`src/rtl/alu_op_sequencer.sv`:
```
// Self-test initiator for the small ALU: drives one op, waits for it to
// settle, checks the result against a locally computed golden value.
module alu_op_sequencer #(
  parameter int WIDTH         = 3,
  parameter int SETTLE_CYCLES = 2,
  parameter int CNT_WIDTH     = 8
) (
  input  logic                 clk,
  input  logic                 resetn,
  input  logic                 req_valid,
  output logic                 req_ready,
  input  logic [1:0]           req_ins,
  input  logic [WIDTH-1:0]     req_a,
  input  logic [WIDTH-1:0]     req_b,
  output logic [1:0]           alu_ins,
  output logic [WIDTH-1:0]     alu_a,
  output logic [WIDTH-1:0]     alu_b,
  input  logic [WIDTH-1:0]     alu_s,
  input  logic                 alu_ov,
  input  logic                 alu_cout,
  output logic                 rsp_valid,
  input  logic                 rsp_ready,
  output logic [WIDTH-1:0]     rsp_s,
  output logic                 rsp_ov,
  output logic                 rsp_cout,
  output logic                 rsp_mismatch,
  output logic [CNT_WIDTH-1:0] pass_count,
  output logic [CNT_WIDTH-1:0] fail_count
);

  localparam int SW =
    (SETTLE_CYCLES > 1) ? $clog2(SETTLE_CYCLES) : 1;
  localparam logic [SW-1:0] LAST = SW'(SETTLE_CYCLES - 1);
  localparam logic [CNT_WIDTH-1:0] CMAX = {CNT_WIDTH{1'b1}};

  typedef enum logic [1:0] {
    IDLE,
    DRIVE,
    RESPOND
  } state_e;

  state_e            state_q;
  logic [SW-1:0]     cnt_q;
  logic [1:0]        ins_q;
  logic [WIDTH-1:0]  a_q;
  logic [WIDTH-1:0]  b_q;
  logic [WIDTH-1:0]  gs_q;
  logic              gov_q;
  logic              gc_q;
  logic [WIDTH-1:0]  rs_q;
  logic              rov_q;
  logic              rc_q;
  logic              rmm_q;
  logic [CNT_WIDTH-1:0] pass_q;
  logic [CNT_WIDTH-1:0] fail_q;

  logic              sub_d;
  logic [WIDTH-1:0]  opb_d;
  logic [WIDTH:0]    sum_d;
  logic [WIDTH-1:0]  gs_d;
  logic              gov_d;
  logic              gc_d;
  logic              mm_d;

  // Golden result for the request currently on the input port
  always_comb begin
    sub_d = (req_ins == 2'b01);
    opb_d = sub_d ? ~req_b : req_b;
    sum_d = {1'b0, req_a} + {1'b0, opb_d}
          + {{WIDTH{1'b0}}, sub_d};
    gs_d  = sum_d[WIDTH-1:0];
    gc_d  = sum_d[WIDTH];
    gov_d = (req_a[WIDTH-1] == opb_d[WIDTH-1])
         && (sum_d[WIDTH-1] != req_a[WIDTH-1]);
    if (req_ins[1]) begin
      gs_d  = req_ins[0] ? (req_a | req_b)
                         : (req_a & req_b);
      gc_d  = 1'b0;
      gov_d = 1'b0;
    end
  end

  // Compare the live ALU outputs against the stored golden triple
  always_comb begin
    mm_d = ({alu_s, alu_ov, alu_cout}
         != {gs_q, gov_q, gc_q});
  end

  // Sequencer FSM with registered operand and response outputs
  always_ff @(posedge clk) begin
    if (!resetn) begin
      state_q <= IDLE;
      cnt_q   <= '0;
      ins_q   <= '0;
      a_q     <= '0;
      b_q     <= '0;
      gs_q    <= '0;
      gov_q   <= 1'b0;
      gc_q    <= 1'b0;
      rs_q    <= '0;
      rov_q   <= 1'b0;
      rc_q    <= 1'b0;
      rmm_q   <= 1'b0;
      pass_q  <= '0;
      fail_q  <= '0;
    end else begin
      unique case (state_q)
        IDLE: begin
          if (req_valid) begin
            ins_q   <= req_ins;
            a_q     <= req_a;
            b_q     <= req_b;
            gs_q    <= gs_d;
            gov_q   <= gov_d;
            gc_q    <= gc_d;
            cnt_q   <= '0;
            state_q <= DRIVE;
          end
        end
        DRIVE: begin
          cnt_q <= cnt_q + 1'b1;
          if (cnt_q == LAST) begin
            rs_q    <= alu_s;
            rov_q   <= alu_ov;
            rc_q    <= alu_cout;
            rmm_q   <= mm_d;
            state_q <= RESPOND;
            if (mm_d) begin
              if (fail_q != CMAX) fail_q <= fail_q + 1'b1;
            end else begin
              if (pass_q != CMAX) pass_q <= pass_q + 1'b1;
            end
          end
        end
        RESPOND: begin
          if (rsp_ready) state_q <= IDLE;
        end
        default: state_q <= IDLE;
      endcase
    end
  end

  assign req_ready    = (state_q == IDLE);
  assign rsp_valid    = (state_q == RESPOND);
  assign alu_ins      = ins_q;
  assign alu_a        = a_q;
  assign alu_b        = b_q;
  assign rsp_s        = rs_q;
  assign rsp_ov       = rov_q;
  assign rsp_cout     = rc_q;
  assign rsp_mismatch = rmm_q;
  assign pass_count   = pass_q;
  assign fail_count   = fail_q;

endmodule

```
`config.mk`:
```
export PLATFORM = sky130hd
export DESIGN_NAME = alu_op_sequencer
export DESIGN_NICKNAME = d
export VERILOG_FILES = /design/src/rtl/alu_op_sequencer.sv
export SDC_FILE = /design/constraint.sdc
export NUM_CORES = 1
export LEC_CHECK = 0
export CORE_MARGIN = 2
export CORE_UTILIZATION = 50
export CTS_BUF_LIST = sky130_fd_sc_hd__clkbuf_4 sky130_fd_sc_hd__clkbuf_8
export DETAILED_ROUTE_END_ITERATION = 12
export GPL_ROUTABILITY_DRIVEN = 1
export PLACE_DENSITY = 0.82
export SLEW_MARGIN = 20
export SYNTH_ARGS = -nofsm -noshare
export SYNTH_HDL_FRONTEND = slang
export SYNTH_SLANG_ARGS = --single-unit
export TNS_END_PERCENT = 100
```
`constraint.sdc`:
```
create_clock -name clk -period 3.15 [get_ports clk]
set_input_delay 0.945 -clock clk [delete_from_list [all_inputs] [get_ports clk]]
set_output_delay 0.945 -clock clk [all_outputs]
set_load 0.01 [all_outputs]
```
======== After elaboration in Yosys (flattened, before gate mapping) ========
Cells that the tools add are included.
storage, ports and cells
  bits in registers ....................... 38
  bits in latches ......................... 0
  RAM bits ................................ 0
  ROM bits ................................ 0
  word-level logic and storage cells ...... 54
  memories kept ........................... 0
cells by class
  add/subtract/negate cells ............... 5
  multiply operators ...................... 0
  div/mod/pow operators ................... 0
  $lt $le $gt $ge ......................... 0
  eq/ne operators ......................... 11
  shift operators ......................... 0
  mux-type cells .......................... 11
  bitwise operators ....................... 4
  reduce and logical (&&, ||, !) cells .... 9
operators by type and width
  kind                                                   count
  adder 8 x 1 -> 8 bit, second input constant            2
  inequality test 8 bit, second input constant           2
  two-way mux 3 bit                                      3
  AND reduction 4 bit                                    2
  two-way mux 2 bit                                      3
  one-hot mux 2 bit (3 select lines)                     1
  AND reduction 2 bit                                    3
  inequality test 5 bit                                  1
  adder 3 x 3 -> 4 bit                                   1
  adder 4 x 1 -> 4 bit                                   1
  equality test 2 x 1 -> 1 bit, second input constant    2
  inequality test 2 bit, second input constant           2
  bitwise AND 3 bit                                      1
  two-way mux 1 bit                                      3
  inverter 3 bit                                         1
  OR 3 bit                                               1
  AND reduction 3 bit                                    1
  equality test 2 bit, second input constant             1
  zero test 2 bit                                        1
  inequality test 2 x 1 -> 1 bit, second input constant  1
  one-hot mux 1 bit (2 select lines)                     1
  nonzero test 2 bit                                     1
  adder 1 bit, second input constant                     1
  equality test 1 bit                                    1
  3 further kinds                                        3

======== Longest topological paths before layout ========
  depth after elaboration ................. 7
  depth in mapped cells ................... 9
  depth with buffers taken out ............ 8

======== Worst setup path after synthesis ========
Ideal clock, no wire load.
  kind .................................... input-to-reg
  from .................................... in req_ins[1]
  to ...................................... reg gs_q[1]
  arrival time ............................ 2499 ps
  required time ........................... 3085 ps
  slack ................................... 586 ps
  stages on the path ...................... 8
  buffers on the path ..................... 1
  cells stage by stage .................... clkbuf_1 > nand2b_1 > mux2_2 > fa_1 > nor2b_1 > a311oi_1 > a21oi_1 > nor2_1
on the way
  longest elaborated chain between the ends .. 5
RTL lines
  item                          line  text
  start, declared               12    input logic [1:0] req_ins,
  equality test 2 x 1 -> 1 bit  67    sub_d = (req_ins == 2'b01);
  two-way mux 3 bit             68    opb_d = sub_d ? ~req_b : req_b;
  adder 3 x 3 -> 4 bit          69    sum_d = {1'b0, req_a} + {1'b0, opb_d}
  adder 4 x 1 -> 4 bit          70    + {{WIDTH{1'b0}}, sub_d};
  two-way mux 3 bit *           75    if (req_ins[1]) begin
  end signal, assigned          113   gs_q <= gs_d;
  end, declared                 47    logic [WIDTH-1:0] gs_q;
Mark *: on every way between the ends. The rest lies on a longest branch, timed or not.
A chain may end at the register's enable or synchronous reset.

======== Final worst setup path ========
  from .................................... in req_ins[1]
  to ...................................... reg gov_q
on the way
  longest elaborated chain between the ends .. 7
  elaborated cells on any way between the ends .. 8
RTL lines
  item                          line  text
  equality test 2 x 1 -> 1 bit  67
  two-way mux 3 bit             68
  adder 3 x 3 -> 4 bit          69
  adder 4 x 1 -> 4 bit          70
  inequality test 1 bit         74    && (sum_d[WIDTH-1] != req_a[WIDTH-1]);
  logical AND 1 bit             74
  two-way mux 1 bit *           75
  end signal, assigned          114   gov_q <= gov_d;
  end, declared                 48    logic gov_q;
Marks and branches as above.

==> results by group <==
STA
  • Setup violators final: 0
  • Hold slack final: 0.4565 ns
  • Max Clock Freq: 0.3776 GHz
  • Final Slew Violations: 0
  • Tmin final: 2.648 ns
  • Fin crit share: 84.07%
  • Setup TNS: 0 ns
  • Worst Skew: 0.007220 ns
  • RSZ-0062 raised after global routing: no
  • Fin. Hold Viols: 0
  • Slew of the pin with the lowest slew margin: 0.5366 ns
  • Rel. slew slack: 64.14%

Route
  • DRC errors left: 0
  • Initial DRC count: 122
  • Drt wl/cell: 12.52 um
  • Via count: 1,704
  • Routed vias/inst: 5.308
  • Pre-Repair DR Iteration Count: 4
  • Drt total wl: 4.020 mm
  • Post-route ant nets: 0

Placed design
  • RePlAce Congestion: 0.7400
  • Dpl hpwl: 2.795 mm
  • DP Area: 2407 um^2
  • Port Buffers: 48

Layout
  • # fillers: 328
  • Fin area: 2516 um^2
  • Nets@finish: 296
  • Layout cells sized above 1: 6.593%
  • Diode count: 0
  • P&R area growth vs syn: 33.89%

Logic synthesis
  • Netlist cell types: 40
  • Ys async rst share: 0%
  • Mean Syn Cell Area: 8.465 um^2
  • Area leader, netlist: dfxtp_1
  • Post-synth top area share: 40.48%
  • Most used DFF post-synth: dfxtp_1
  • Synthesized Nets: 246
  • Yosys Warn Count: 0
  • Number of flops mapped to enable cells by yosys: 0
  • Top area cells in the synthesized netlist: dfxtp_1 40%, nand2_1 8.0%, a21oi_1 7.7%
  • Seq cells post-synth: 38
  • Gate Count Post-Synth: 222
  • Netlist Area Pre-Place: 1879 um^2
  • Seq/Total Area, Yosys: 40.48%

Floorplan
  • Core Area: 3633 um^2
  • FP Rows: 22
  • Initial Utilization: 51.72%
  • Die area: 4265 um^2
  • I/O Pins: 49
  • Die width: 65.31 um
  • Die height: 65.31 um

Global route
  • Gr usage total: 20.29%
  • Vias in the first global route: 1,560
  • GRT overflow: 0
  • First-pass GRT wire length: 6.796 mm
  • Initial antenna violation count: 0
  • Largest net degree at the start of global routing: 34

Power and ir drop
  • Peak supply drop: 0.3464 mV
  • Final Power: 1.069 mW
  • Lkg Pwr: 0.9570 nW
  • Pwr per Cell Area: 424.9 nW/um^2

Critical path
  • Worst path required time: 3.38 ns
  • Crit path kind: primary input to register
  • Worst path max stage delay: 0.45 ns
  • WP buf/inv: 1
  • Startpoint types: primary input
  • Critical path's slowest cell: fa_1
  • Crit path max fanout: 3
  • Crit path cell chain: clkdlybuf4s50_1, nand2b_1, mux2_2, fa_1, xor2_1, nor4_1, a21oi_1, nor2_1
  • Crit path DAT: 2.88 ns
  • CP top delay family: simple AND/OR/NAND/NOR gates
  • Type of destination of the critical path: register

Clocking
  • Max Root-Sink Buffers: 2
  • CTS Buf Count: 5
  • Clock Root Buffer: clkbuf_8
  • Postcts setup bufs: 0
  • H-tree Lvls: 2
  • Cts-stage hold buffer count: 0
  • Post-cts sizing count: 0
  • TritonCTS clock tree: built
  • Clk pin slew, worst setup/hold paths: 0.07 ns
  • Sink Count: 38
  • Clk_lat worst skew: 0.29 ns

Run status
  • Run status: complete, no violations

Min path
  • Hold crit path type: register to register

Run
  • Max Cap Viol: 0
-- synthesized netlist by cell type, types with 6 or more instances --
library cell	n
mux2i_1	7
o21ai_0	8
nor2_1	11
inv_1	8
clkbuf_1	6
dfxtp_1	38
nand2b_1	7
ha_1	6
nand2_1	40
a21oi_1	29
nand3_1	7
xor2_1	6
-- final timing paths --
kind,start,to,slack (ns),cells past startpoint
max,req_ins[1],gov_q,0.50,8
max reg2reg,state_q[0],pass_count[5],1.25,5
min,alu_a[1],alu_a[1],0.46,2
min reg2reg,alu_a[1],alu_a[1],0.46,2
-- final cells by class --
class | instances | area [um^2] | area share [%]
Clock buffer | 5 | 68.82 | 2.735
Clock inverter | 3 | 40.04 | 1.591
Inverter | 8 | 30.03 | 1.193
Multi-Input combinational cell | 167 | 1046 | 41.57
Sequential cell | 38 | 760.7 | 30.23
Tap cell | 48 | 60.06 | 2.387
Timing Repair Buffer | 52 | 510.5 | 20.29
-- metal layers --
layer	track usage (%)	share of wire, %	routed length (um)
met5	0	0	0
met2	31.89	47	1892
met1	25.89	45	1814
met3	5.651	5.7	230
met4	9.115	2.0	82
-- where the power goes --
group          switching [mW]  internal [mW]
registers              0.0119          0.496
clock network           0.171          0.233
logic                  0.0792         0.0771
total                   0.262          0.807
-- logic make-up after synthesis --
| family | share of synthesized area [%] |
|---|---|
| xor gates and xnor gates | 6.125 |
| buffers and inverters | 3.861 |
| AOI/OAI and AO/OA | 14.78 |
| adders and majority gates | 5.060 |
| DFF | 40.48 |
| and+or+nand+nor | 25.37 |
| muxes | 4.328 |
-- worst reg2reg max path, stage by stage (launching register included) --
cell	delay, ns
dfxtp_1	0.45
and3b_1	0.37
o21ai_1	0.11
nand3b_4	0.25
or4_1	0.51
a21oi_1	0.15
-- stage by stage --
step | instances | worst slack [ns] | util, %
final | 321 | 0.5019 | 69.25
after global routing | 321 | 0.3913 | 69.25
after CTS | 321 | 0.5019 | 69.25
after detailed placement | 313 | 0.2526 | 66.25
after global placement | 313 | 0.2787 | 66.25
after floorplan | 222 | 0.5863 | -
-- placed cells by master, fill, tap and decap left out, drive strengths merged, types with 6 or more instances in the layout --
master / synthesis / routed
clkdlybuf4s50: 0 / 48
nand2: 40 / 40
dfxtp: 38 / 38
a21oi: 30 / 30
nor2: 11 / 11
o21ai: 10 / 10
inv: 8 / 8
nand2b: 7 / 7
nand3: 7 / 7
mux2i: 7 / 7
xor2: 6 / 6
ha: 6 / 6
-- sequential cells by signal, indices dropped and copies added, names as in the netlist --
register,flops
gov_q,1
gc_q,1
alu_ins,2
alu_a,3
rsp_cout,1
alu_b,3
rsp_mismatch,1
rsp_ov,1
pass_count,8
fail_count,8
gs_q,3
cnt_q,1
state_q,2
rsp_s,3
Power figures use the tool's default switching activity.
